--- src/rtl/mem_access_unit.sv ---
// Load/store unit between a RISC-V style CPU request port and a single-port word RAM.
// Sub-word stores use a read-modify-write sequence; misaligned or illegal requests complete with an error.
module mem_access_unit #(
    parameter int ADDR_W = 11
) (
    input  logic              clk,
    input  logic              rstn,
    input  logic              req_valid,
    output logic              req_ready,
    input  logic              req_we,
    input  logic [2:0]        req_funct3,
    input  logic [31:0]       req_addr,
    input  logic [31:0]       req_wdata,
    output logic              resp_valid,
    output logic [31:0]       resp_rdata,
    output logic              resp_err,
    output logic              ram_we,
    output logic [ADDR_W-1:0] ram_address,
    output logic [31:0]       ram_write_data,
    input  logic [31:0]       ram_read_data
);

    typedef enum logic [2:0] {
        IDLE   = 3'd0,
        LOAD   = 3'd1,
        RMW_RD = 3'd2,
        WRITE  = 3'd3,
        RESP   = 3'd4
    } state_t;

    state_t              state_r;
    state_t              state_nxt_s;
    logic                we_r;
    logic [2:0]          funct3_r;
    logic [ADDR_W+1:0]   addr_r;
    logic [31:0]         wdata_r;
    logic [31:0]         word_r;
    logic [31:0]         resp_rdata_r;
    logic                resp_err_r;
    logic                resp_valid_r;
    logic                accept_s;
    logic                bad_s;
    logic                unused_addr_s;

    // Illegal width code or an address not aligned to the access size.
    function automatic logic req_bad(input logic we, input logic [2:0] f3, input logic [1:0] a);
        logic bad;
        bad = 1'b0;
        if (we) begin
            case (f3)
                3'd0:    bad = 1'b0;
                3'd1:    bad = a[0];
                3'd2:    bad = (a != 2'd0);
                default: bad = 1'b1;
            endcase
        end else begin
            case (f3)
                3'd0, 3'd4: bad = 1'b0;
                3'd1, 3'd5: bad = a[0];
                3'd2:       bad = (a != 2'd0);
                default:    bad = 1'b1;
            endcase
        end
        return bad;
    endfunction

    function automatic logic [31:0] load_extract(input logic [2:0] f3, input logic [1:0] a,
                                                 input logic [31:0] word);
        logic [7:0]  b;
        logic [15:0] h;
        logic [31:0] res;
        case (a)
            2'd0:    b = word[7:0];
            2'd1:    b = word[15:8];
            2'd2:    b = word[23:16];
            2'd3:    b = word[31:24];
            default: b = 8'd0;
        endcase
        h = a[1] ? word[31:16] : word[15:0];
        case (f3)
            3'd0:    res = {{24{b[7]}}, b};
            3'd1:    res = {{16{h[15]}}, h};
            3'd2:    res = word;
            3'd4:    res = {24'd0, b};
            3'd5:    res = {16'd0, h};
            default: res = 32'd0;
        endcase
        return res;
    endfunction

    function automatic logic [31:0] store_merge(input logic [2:0] f3, input logic [1:0] a,
                                                input logic [31:0] word, input logic [31:0] wd);
        logic [31:0] res;
        res = word;
        case (f3)
            3'd0: begin
                case (a)
                    2'd0:    res[7:0]   = wd[7:0];
                    2'd1:    res[15:8]  = wd[7:0];
                    2'd2:    res[23:16] = wd[7:0];
                    2'd3:    res[31:24] = wd[7:0];
                    default: res = word;
                endcase
            end
            3'd1: begin
                if (a[1]) begin
                    res[31:16] = wd[15:0];
                end else begin
                    res[15:0] = wd[15:0];
                end
            end
            default: res = wd;
        endcase
        return res;
    endfunction

    assign accept_s      = req_valid && (state_r == IDLE);
    assign bad_s         = req_bad(req_we, req_funct3, req_addr[1:0]);
    // Bits above the RAM window are intentionally dropped, so addresses wrap.
    assign unused_addr_s = ^req_addr[31:ADDR_W+2];

    // State register.
    always_ff @(posedge clk) begin
        if (!rstn) begin
            state_r <= IDLE;
        end else begin
            state_r <= state_nxt_s;
        end
    end

    // Next-state decode.
    always_comb begin
        state_nxt_s = state_r;
        case (state_r)
            IDLE: begin
                if (req_valid) begin
                    if (bad_s) begin
                        state_nxt_s = RESP;
                    end else if (!req_we) begin
                        state_nxt_s = LOAD;
                    end else if (req_funct3 == 3'd2) begin
                        state_nxt_s = WRITE;
                    end else begin
                        state_nxt_s = RMW_RD;
                    end
                end else begin
                    state_nxt_s = IDLE;
                end
            end
            LOAD:    state_nxt_s = RESP;
            RMW_RD:  state_nxt_s = WRITE;
            WRITE:   state_nxt_s = RESP;
            RESP:    state_nxt_s = IDLE;
            default: state_nxt_s = IDLE;
        endcase
    end

    // Request latch, RMW capture and registered response.
    always_ff @(posedge clk) begin
        if (!rstn) begin
            we_r         <= 1'b0;
            funct3_r     <= 3'd0;
            addr_r       <= '0;
            wdata_r      <= 32'd0;
            word_r       <= 32'd0;
            resp_rdata_r <= 32'd0;
            resp_err_r   <= 1'b0;
            resp_valid_r <= 1'b0;
        end else begin
            if (accept_s) begin
                we_r     <= req_we;
                funct3_r <= req_funct3;
                addr_r   <= req_addr[ADDR_W+1:0];
                wdata_r  <= req_wdata;
            end
            if (state_r == RMW_RD) begin
                word_r <= ram_read_data;
            end
            resp_valid_r <= (state_nxt_s == RESP);
            if (accept_s && bad_s) begin
                resp_err_r   <= 1'b1;
                resp_rdata_r <= 32'd0;
            end else if (state_r == LOAD) begin
                resp_err_r   <= 1'b0;
                resp_rdata_r <= load_extract(funct3_r, addr_r[1:0], ram_read_data);
            end else if (state_r == WRITE) begin
                resp_err_r   <= 1'b0;
                resp_rdata_r <= 32'd0;
            end else begin
                resp_err_r   <= resp_err_r;
                resp_rdata_r <= resp_rdata_r;
            end
        end
    end

    // RAM and handshake outputs; ram_we is gated by rstn so a reset drops an in-flight store.
    always_comb begin
        req_ready      = (state_r == IDLE);
        ram_we         = (state_r == WRITE) && rstn && we_r;
        ram_address    = addr_r[ADDR_W+1:2];
        ram_write_data = 32'd0;
        if (funct3_r == 3'd2) begin
            ram_write_data = wdata_r;
        end else begin
            ram_write_data = store_merge(funct3_r, addr_r[1:0], word_r, wdata_r);
        end
    end

    assign resp_valid = resp_valid_r;
    assign resp_rdata = resp_rdata_r;
    assign resp_err   = resp_err_r;

endmodule

--- config.mk ---
export PLATFORM = sky130hd
export DESIGN_NAME = mem_access_unit
export DESIGN_NICKNAME = d
export VERILOG_FILES = /design/src/rtl/mem_access_unit.sv
export SDC_FILE = /design/constraint.sdc
export NUM_CORES = 1
export LEC_CHECK = 0
export BUFFER_PORTS_ARGS = -buffer_cell sky130_fd_sc_hd__buf_2
export CORE_MARGIN = 4
export CORE_UTILIZATION = 40
export DETAILED_ROUTE_END_ITERATION = 8
export GPL_TIMING_DRIVEN = 0
export PLACE_DENSITY = 0.64
export REMOVE_ABC_BUFFERS = 1
export SETUP_SLACK_MARGIN = 0.3
export SLEW_MARGIN = 25
export SYNTH_ARGS = -nofsm -noshare
export SYNTH_HDL_FRONTEND = slang
export SYNTH_SLANG_ARGS = --single-unit
--- constraint.sdc ---
create_clock -name clk -period 2.15 [get_ports clk]
set_input_delay 0.215 -clock clk [delete_from_list [all_inputs] [get_ports clk]]
set_output_delay 0.215 -clock clk [all_outputs]
set_load 0.02 [all_outputs]
==> results of run 1 <==
## cells in the final DEF, fill, tap and decap left out, types with 3 or more instances in the layout
cell,synthesis,layout
a211oi_1,7,7
a21boi_0,83,83
a21oi_1,15,15
a21oi_2,10,10
a222oi_1,7,7
a22oi_1,24,16
a22oi_2,0,8
buf_12,0,8
buf_2,7,134
buf_4,11,27
buf_6,8,27
bufinv_16,0,3
clkbuf_16,0,17
clkbuf_8,1,3
clkinv_2,0,4
dfxtp_1,118,111
dfxtp_4,0,5
mux2_4,0,7
mux2i_1,43,35
mux2i_4,0,7
nand2_1,202,198
nor2_1,12,10
nor3_1,10,10
o21a_1,3,3
o21ai_1,1,5
o21ai_2,1,3
o221ai_2,0,4
o2bb2ai_1,7,7
## per-stage QoR
stage               total power, mW  setup slack (ns)
floorplan                      2.95            -0.540
global placement               3.30             -1.60
detailed placement             3.35            -0.316
CTS                            6.42            0.0638
global route                   6.75            0.0902
finish                         6.48             0.127
## layer usage
| layer | global-route usage (%) | vias up |
|---|---|---|
| met5 | 0 | - |
| li1 | - | 2658 |
| met4 | 10.4 | 0 |
| met3 | 5.25 | 46 |
| met2 | 36.2 | 215 |
| met1 | 28.4 | 2621 |
## path summary, 6_finish.rpt
check | from | to | slack, ns | cells after the start
hold reg to reg | addr_r[10]$_SDFFE_PN0P_ | addr_r[10]$_SDFFE_PN0P_ | 0.46 | 2
setup reg to reg | funct3_r[2]$_SDFFE_PN0P_ | resp_rdata[8]$_SDFFE_PP0P_ | 0.27 | 6
setup / recovery | funct3_r[2]$_SDFFE_PN0P_ | ram_write_data[15] | 0.13 | 6
hold / removal | req_wdata[16] | wdata_r[16]$_SDFFE_PN0P_ | 0.04 | 3
## worst min-delay path: cells and delay by family
kind | cells | cell delay (ns)
AO/OA/AOI/OAI | 1 | 0.06
AND/OR/NAND/NOR | 1 | 0.04
buffers and inverters | 1 | 0.09
## synth_stat cells (2+ instances only)
cell type / n
mux4_2: 2
a211oi_1: 7
inv_1: 2
o21a_1: 3
buf_6: 8
a21oi_2: 10
a21boi_0: 83
mux2i_1: 43
nor2b_1: 2
a22oi_1: 24
buf_2: 7
nor2_1: 12
nor3b_1: 2
clkbuf_1: 32
o221ai_1: 8
a222oi_1: 7
nand2_1: 202
nand3_1: 2
mux2_2: 9
a21oi_1: 15
dfxtp_1: 118
nor3_1: 10
buf_4: 11
o2bb2ai_1: 7
nand2b_1: 3
o21ai_0: 8
nor3b_2: 2
nand2_2: 2
## sequential cells by signal (all words and copies together) (netlist names)
register	count
state_r	3
resp_err	1
resp_rdata	32
we_r	1
word_r	32
resp_valid	1
addr_r	13
wdata_r	32
funct3_r	3
## area by class of cell
type	instances	area share [%]
Multi-Input combinational cell	490	42.7
Sequential cell	118	29.7
Timing Repair Buffer	198	17.2
Clock buffer	22	5.91
Tap cell	180	2.81
Clock inverter	9	1.56
Inverter	2	0.0936
## power groups by stage
| stage | Clock [mW] | Combinational (mW) | Sequential, mW |
|---|---|---|---|
| finish | 2.89 | 1.20 | 2.39 |
| global route | 3.05 | 1.30 | 2.40 |
| CTS | 2.95 | 1.09 | 2.38 |
| detailed placement | 0 | 0.920 | 2.43 |
| global placement | 0 | 0.864 | 2.43 |
| floorplan | 0 | 0.497 | 2.45 |
## logic make-up after synthesis
family	share of synthesized area, %
AO/OA/AOI/OAI	24.2
buffers and inverters	6.46
flip-flops	40.9
multiplexers	9.99
AND/OR/NAND/NOR	18.4
## repair_timing
item,CTS,global route
pin swaps,22,9
buffers inserted,18,12
setup endpoints to repair,95,56
gates resized for setup,86,54
gates cloned,1,3
hold buffers,0,0
==> results.sh, run 1 <==
export IMPL_drv_slew=0
export IMPL_regArea_sq_um=2380
export IMPL_hold_ws_ns=0.0403
export IMPL_clk_pin_slew_worst_paths_ns=0.06
export IMPL_critPathBufInv=2
export IMPL_synth_seq_area_share_pct=40.9
export IMPL_synth_top_area_share_pct=40.9
export IMPL_cp_max_fo=8
export IMPL_initial_utilization_pct=41.3
export IMPL_area_growth_pct=38.9
export IMPL_power_frac_comb_pct=18.5
export IMPL_fin_skew_ns=0.00904
export IMPL_via_per_inst=5.44
export IMPL_min_period_over_period_pct=94.1
export IMPL_syn_avg_cell_area_sq_um=8.64
export IMPL_drt_iter0_drc=439
export IMPL_wl_per_cell_um=18.7
export IMPL_layout_nets=930
export IMPL_leakage_nw=3.28
export IMPL_ys_seq_elements=118
export IMPL_core_sq_um=14000
export IMPL_route_met3_wl_um=1270
export IMPL_numCtsBuffers=17
export IMPL_p_clk_share_pct=44.6
export IMPL_wl_um=19000
export IMPL_critPathSlowestCell="or3_4"
export IMPL_max_cap_violations=0
export IMPL_synth_edff_count=0
export IMPL_dr_pass1_iters=5
export IMPL_synthTopCellsByArea="dfxtp_1 (41%), nand2_1 (13%), a21boi_0 (11%)"
export IMPL_grt_first_pass_wirelength_um=29000
export IMPL_synthFlopType="dfxtp_1"
export IMPL_postRouteAntennaNets=0
export IMPL_rsz0062_at_grt="true"
export IMPL_layout_drive_gt1_share_pct=36.8
export IMPL_cts_path_max_buffers=2
export IMPL_fin_cells=1019
export IMPL_floorplan_die_area_sq_um=16400
export IMPL_synth_area_sq_um=5770
export IMPL_ios=182
export IMPL_final_setup_viol_count=0
export IMPL_multiInputGateArea_sq_um=3420
export IMPL_worstPathCellList="or3_4, nor2_4, buf_12, a22oi_2, nand2_1, buf_6"
export IMPL_met2WireLength_um=9190
export IMPL_pwr_share_seq_pct=36.8
export IMPL_synth_distinct_cells=55
export IMPL_fin_util_pct=57.3
export IMPL_cts_htree_levels=4
export IMPL_period_minus_slack_ns=2.02
export IMPL_cp_required_ns=1.93
export IMPL_cp_slowest_stage_delay_ns=0.44
export IMPL_yosysTopAreaCell="dfxtp_1"
export IMPL_drc=0
export IMPL_die_y_um=128
export IMPL_tightest_slew_ns=0.774
export IMPL_dp_hpwl_um=12400
export IMPL_antenna_found_initial=0
export IMPL_cts_tree="built"
export IMPL_wl_met1_um=7980
export IMPL_die_width_um=128
export IMPL_port_buffers=162
export IMPL_cp_top_family="simple AND/OR/NAND/NOR gates"
export IMPL_p_switching_mw=1.77
export IMPL_antenna_cells=0
export IMPL_gp_congestion=0.852
export IMPL_yosysWarnings=0
export IMPL_slew_headroom_pct=48.4
export IMPL_cp_start_kind="flop"
export IMPL_insertion_delay_ns=0.42
export IMPL_cts_root_buf="clkbuf_16"
export IMPL_outcome="completed"
export IMPL_overflow=0
export IMPL_cp_end_kind="output pin"
export IMPL_postLayoutCellArea_sq_um=8020
export IMPL_hold_viol_final=0
export IMPL_arrival_ns=1.81
export IMPL_cts_sink_count=118
export IMPL_setup_tns_final_ns=0
export IMPL_ir_drop_mv=0.554
export IMPL_p_int_mw=4.71
export IMPL_via_count=5540
export IMPL_ys_async_sr_fraction_pct=0
export IMPL_power_density_nw_per_um2=808
export IMPL_fillers=1242
export IMPL_critPathKind="reg -> out"
export IMPL_grt_max_degree=89
export IMPL_dp_cells=954
export IMPL_sw_frac_of_total_pct=27.4
export IMPL_postPlaceCellArea_sq_um=6550
export IMPL_postSynthCellCount=668
export IMPL_grt_pass1_vias=5446
export IMPL_top_layer="met4"
export IMPL_grt_util_all_layers_pct=22.4
export IMPL_row_count=43
export IMPL_fmaxAchievable_mhz=494
export IMPL_hold_class="in -> reg"
Note: power is estimated with default switching activity, not from simulation.
==> inputs of run 2 (changes only) <==
Settings changed: GPL_TIMING_DRIVEN 0 to not set.
==> results.sh, run 2 (synthesized netlist as in run 1, its figures left out) <==
export IMPL_worstPathCellList="or3_4, nor2_4, buf_12, a22oi_2, nand2_1, buf_6"
export IMPL_grt_max_degree=56
export IMPL_setup_tns_final_ns=0
export IMPL_clk_pin_slew_worst_paths_ns=0.05
export IMPL_cts_sink_count=118
export IMPL_ir_drop_mv=0.644
export IMPL_grt_pass1_vias=5288
export IMPL_port_buffers=162
export IMPL_period_minus_slack_ns=1.98
export IMPL_via_count=5401
export IMPL_insertion_delay_ns=0.42
export IMPL_layout_drive_gt1_share_pct=34.7
export IMPL_rsz0062_at_grt="true"
export IMPL_numCtsBuffers=17
export IMPL_cp_end_kind="output pin"
export IMPL_critPathSlowestCell="or3_4"
export IMPL_area_growth_pct=32.2
export IMPL_cp_start_kind="flop"
export IMPL_leakage_nw=3.14
export IMPL_antenna_found_initial=1
export IMPL_postRouteAntennaNets=0
export IMPL_slew_headroom_pct=50.6
export IMPL_power_density_nw_per_um2=781
export IMPL_dp_hpwl_um=12300
export IMPL_cp_required_ns=1.93
export IMPL_floorplan_die_area_sq_um=16400
export IMPL_fin_skew_ns=0.00915
export IMPL_drt_iter0_drc=350
export IMPL_arrival_ns=1.77
export IMPL_cts_path_max_buffers=2
export IMPL_outcome="completed"
export IMPL_initial_utilization_pct=41.3
export IMPL_core_sq_um=14000
export IMPL_cts_htree_levels=4
export IMPL_layout_nets=918
export IMPL_overflow=0
export IMPL_row_count=43
export IMPL_layout_common_cells="nand2_1 (195), buf_2 (138), dfxtp_1 (112)"
export IMPL_fillers=1321
export IMPL_ios=182
export IMPL_grt_first_pass_wirelength_um=27300
export IMPL_layout_commonest_cell="nand2_1"
export IMPL_tightest_slew_ns=0.741
export IMPL_die_width_um=128
export IMPL_wl_um=17800
export IMPL_cts_root_buf="clkbuf_16"
export IMPL_cts_tree="built"
export IMPL_hold_viol_final=0
export IMPL_via_per_inst=5.36
export IMPL_max_cap_violations=0
export IMPL_setup_ws_ns=0.170
export IMPL_drc=0
export IMPL_dr_pass1_iters=7
export IMPL_critPathKind="reg -> out"
export IMPL_cp_slowest_stage_delay_ns=0.41
export IMPL_gp_congestion=0.867
export IMPL_min_period_over_period_pct=92.1
export IMPL_hold_class="in -> reg"
export IMPL_cp_max_fo=8
export IMPL_wl_per_cell_um=17.7
export IMPL_fmaxAchievable_mhz=505
export IMPL_grt_util_all_layers_pct=21.3
export IMPL_pre_cts_slack_ns=0.180
export IMPL_die_y_um=128
export IMPL_drv_slew=0
export IMPL_final_setup_viol_count=0
[run 2: changes by cell type in the layout (fill, tap and decap cells not counted), sizes merged]
| cell | delta |
|---|---|
| or2b | -2 |
| bufinv | -3 |
| clkbuf | +4 |
| clkinvlp | -1 |
| buf | -9 |
| diode | +1 |
| clkinv | -1 |
| or2 | -1 |
[run 2: routing by layer]
layer	wire [um]	track usage [%]	vias up
li1	-	-	2616
met5	0	0	-
met3	1150	5.96	34
met4	453	9.86	0
met1	7730	27.5	2548
met2	8510	32.9	203
[run 2: layout make-up]
type | instances | area [sq um] | share of cell area, %
Multi-Input combinational cell | 487 | 3290 | 43.1
Sequential cell | 118 | 2380 | 31.2
Timing Repair Buffer | 189 | 1220 | 15.9
Clock buffer | 26 | 489 | 6.41
Tap cell | 180 | 225 | 2.95
Clock inverter | 4 | 22.5 | 0.295
Inverter | 2 | 7.51 | 0.0984
Antenna cell | 1 | 2.50 | 0.0328
[run 2: where the power goes]
group	leakage (nW)	internal (mW)	switching (mW)	total, mW
Clock	0.250	1.54	0.944	2.48
Combinational	1.93	0.456	0.629	1.08
Sequential	0.963	2.29	0.0956	2.39
Total	3.14	4.29	1.67	5.96
[run 2: repair_timing]
action | in CTS | in global routing
buffers inserted | 9 | 2
hold buffers | 0 | 0
setup endpoints to repair | 56 | 56
cloned | 0 | 1
pin swaps | 8 | 11
resized for setup | 73 | 31
[run 2: stage by stage]
step                      util (%)  total power [mW]  area (sq um)  hold WS, ns  std cells
after CTS                     53.4              5.95          7470       0.0338       1003
after global routing          54.6              6.20          7630       0.0374       1007
after global placement        47.2              3.34          6600        0.447        964
after detailed placement      47.2              3.36          6600        0.455        964
final                         54.6              5.96          7630       0.0426       1007
after floorplan                  -              2.95          5410        0.333        606
[run 2: final timing paths]
kind                       startpoint                          end  slack, ns  cells after the start
max reg2reg     state_r[2]$_SDFF_PN0_  resp_rdata[23]$_SDFFE_PP0P_       0.39                      4
max          funct3_r[0]$_SDFFE_PN0P_           ram_write_data[13]       0.17                      6
min reg2reg    addr_r[8]$_SDFFE_PN0P_       addr_r[8]$_SDFFE_PN0P_       0.46                      2
min                     req_wdata[21]     wdata_r[21]$_SDFFE_PN0P_       0.04                      3
[run 2: worst max-delay path: cells and delay by family (launching register included)]
kind	cells	cell delay [ns]
and+or+nand+nor	3	0.65
DFF	1	0.35
buffers and inverters	2	0.26
AOI/OAI and AO/OA	1	0.08
==> inputs of run 3 (changes only) <==
Settings changed: CORE_UTILIZATION 40 to 43, PLACE_DENSITY 0.64 to 0.71.
Clock period 2.15 ns to 1.7 ns, I/O delays scaled along.
==> results.sh, run 3 (synthesized netlist as in run 1, its figures left out) <==
export IMPL_slew_headroom_pct=55.4
export IMPL_cts_sink_count=118
export IMPL_p_int_mw=6.57
export IMPL_cp_end_kind="output pin"
export IMPL_ios=182
export IMPL_postRouteAntennaNets=0
export IMPL_fillers=799
export IMPL_numCtsBuffers=17
export IMPL_ir_drop_mv=0.811
export IMPL_via_count=6470
export IMPL_grt_util_all_layers_pct=28.6
export IMPL_layout_commonest_cell="buf_2"
export IMPL_p_switching_mw=2.67
export IMPL_area_growth_pct=75.7
export IMPL_regArea_sq_um=2380
export IMPL_dp_hpwl_um=11800
export IMPL_cp_required_ns=1.53
export IMPL_cts_tree="built"
export IMPL_rsz0062_at_grt="true"
export IMPL_initial_utilization_pct=43.8
export IMPL_cp_start_kind="flop"
export IMPL_postLayoutCellArea_sq_um=10100
export IMPL_drc=0
export IMPL_layout_nets=1024
export IMPL_floorplan_die_area_sq_um=15300
export IMPL_worstPathCellList="buf_4, nand2b_1, o211a_2, a22oi_1, nand2_1, buf_6"
export IMPL_port_buffers=162
export IMPL_critPathKind="reg -> out"
export IMPL_fmaxAchievable_mhz=473
export IMPL_fin_cells=1111
export IMPL_layout_drive_gt1_share_pct=54.4
export IMPL_dr_pass1_iters=7
export IMPL_grt_max_degree=45
export IMPL_insertion_delay_ns=0.43
export IMPL_wl_um=25100
export IMPL_sw_frac_of_total_pct=28.9
export IMPL_outcome="complete, but fails checks"
export IMPL_row_count=42
export IMPL_hold_viol_final=1
export IMPL_clk_pin_slew_worst_paths_ns=0.06
export IMPL_max_cap_violations=0
export IMPL_hold_class="in -> reg"
export IMPL_critPathSlowestCell="o211a_2"
export IMPL_antenna_found_initial=1
export IMPL_hold_ws_ns=-0.00106
export IMPL_tightest_slew_ns=0.668
export IMPL_die_width_um=124
export IMPL_overflow=0
export IMPL_arrival_ns=1.95
export IMPL_power_mw=9.24
export IMPL_period_minus_slack_ns=2.12
export IMPL_drt_iter0_drc=730
export IMPL_cts_path_max_buffers=2
export IMPL_grt_pass1_vias=5974
export IMPL_gp_congestion=0.826
export IMPL_drv_slew=0
export IMPL_layout_common_cells="buf_2 (132), nand2_1 (117), dfxtp_1 (110)"
export IMPL_core_sq_um=13200
export IMPL_cp_max_fo=8
export IMPL_leakage_nw=4.28
export IMPL_cp_slowest_stage_delay_ns=0.38
export IMPL_wl_per_cell_um=22.6
export IMPL_power_density_nw_per_um2=912
export IMPL_pwr_share_seq_pct=32.7
export IMPL_via_per_inst=5.82
export IMPL_grt_first_pass_wirelength_um=33500
export IMPL_min_period_over_period_pct=124
export IMPL_die_y_um=124
export IMPL_cts_htree_levels=4
export IMPL_postPlaceCellArea_sq_um=6770
export IMPL_cts_root_buf="clkbuf_16"
export IMPL_final_setup_viol_count=40
export IMPL_critPathBufInv=2
export IMPL_fin_skew_ns=0.00742
export IMPL_dp_cells=975
export IMPL_cp_top_family="compound AO/OA/AOI/OAI gates"
export IMPL_violations="negative hold slack, negative setup slack"
export IMPL_power_frac_comb_pct=24.9
export IMPL_p_clk_share_pct=42.3
export IMPL_setup_ws_ns=-0.416
export IMPL_multiInputGateArea_sq_um=4170
## run 3: cell types whose count changed in the layout (fill, tap and decap cells not counted), sizes merged, moves of 2 or more
cell | previous run | this run
and2b | 2 | 4
buf | 189 | 250
bufinv | 0 | 4
clkbuf | 26 | 22
clkinv | 3 | 5
clkinvlp | 1 | 3
dlygate4sd3 | 0 | 39
## run 3: final cells by class
| class | count | share of cell area, % |
|---|---|---|
| diodes | 1 | 0.0247 |
| clock buffers | 20 | 4.60 |
| clock inverters | 12 | 1.73 |
| inverters | 2 | 0.0740 |
| multi-input cells | 490 | 41.1 |
| flip-flops and latches | 118 | 23.5 |
| well taps | 176 | 2.17 |
| repair buffers | 292 | 26.8 |
## run 3: repair_timing
| item | in CTS | in global routing |
|---|---|---|
| hold endpoints to repair | 39 | 0 |
| hold buffers | 39 | 0 |
| resized for setup | 289 | 195 |
| cloned | 18 | 2 |
| setup buffers | 28 | 16 |
| setup endpoints to repair | 149 | 152 |
| pin swaps | 102 | 76 |
## run 3: per-stage QoR
| stage | utilization (%) | hold slack, ns | TNS (ns) | setup slack, ns |
|---|---|---|---|---|
| 6_report | 76.9 | -0.00106 | -8.33 | -0.416 |
| 5_1_grt | 76.9 | 0.00422 | -10.01 | -0.441 |
| 4_1_cts | 69.7 | 0.00327 | -6.31 | -0.230 |
| 3_5_place_dp | 51.3 | 0.428 | 0 | 0.0115 |
| 3_3_place_gp | 51.3 | 0.419 | 0 | 0.0244 |
| 2_1_floorplan | - | 0.288 | -75.55 | -0.990 |
## run 3: final timing paths
| kind | start | endpoint | slack, ns | cells past startpoint |
|---|---|---|---|---|
| worst max-delay path | addr_r[0]$_SDFFE_PN0P_ | ram_write_data[12] | -0.42 | 6 |
| worst min-delay path | req_wdata[10] | wdata_r[10]$_SDFFE_PN0P_ | -0.001 | 3 |
| worst max register to register | addr_r[1]$_SDFFE_PN0P_ | resp_rdata[15]$_SDFFE_PP0P_ | -0.08 | 6 |
| worst min register to register | addr_r[7]$_SDFFE_PN0P_ | addr_r[7]$_SDFFE_PN0P_ | 0.45 | 2 |
## run 3: power groups by stage
stage | clock network [mW] | registers (mW) | logic [mW]
final | 3.91 | 3.03 | 2.30
after global routing | 4.04 | 3.04 | 2.40
after CTS | 3.91 | 3.00 | 1.89
after detailed placement | 0 | 3.05 | 1.23
after global placement | 0 | 3.05 | 1.22
after floorplan | 0 | 3.10 | 0.629
## run 3: per-layer routing
layer | global-route usage [%] | up-vias | wire length (um)
li1 | - | 2867 | -
met1 | 35.4 | 3103 | 9440
met2 | 47.4 | 395 | 12400
met3 | 6.04 | 105 | 2100
met4 | 13.7 | 0 | 1230
met5 | 0 | - | 0
## run 3: tightest hold or removal path, delay by kind of cell
kind / cells / cell delay (ns)
AO/OA/AOI/OAI: 1 / 0.04
buffers and inverters: 1 / 0.11
AND/OR/NAND/NOR: 1 / 0.06
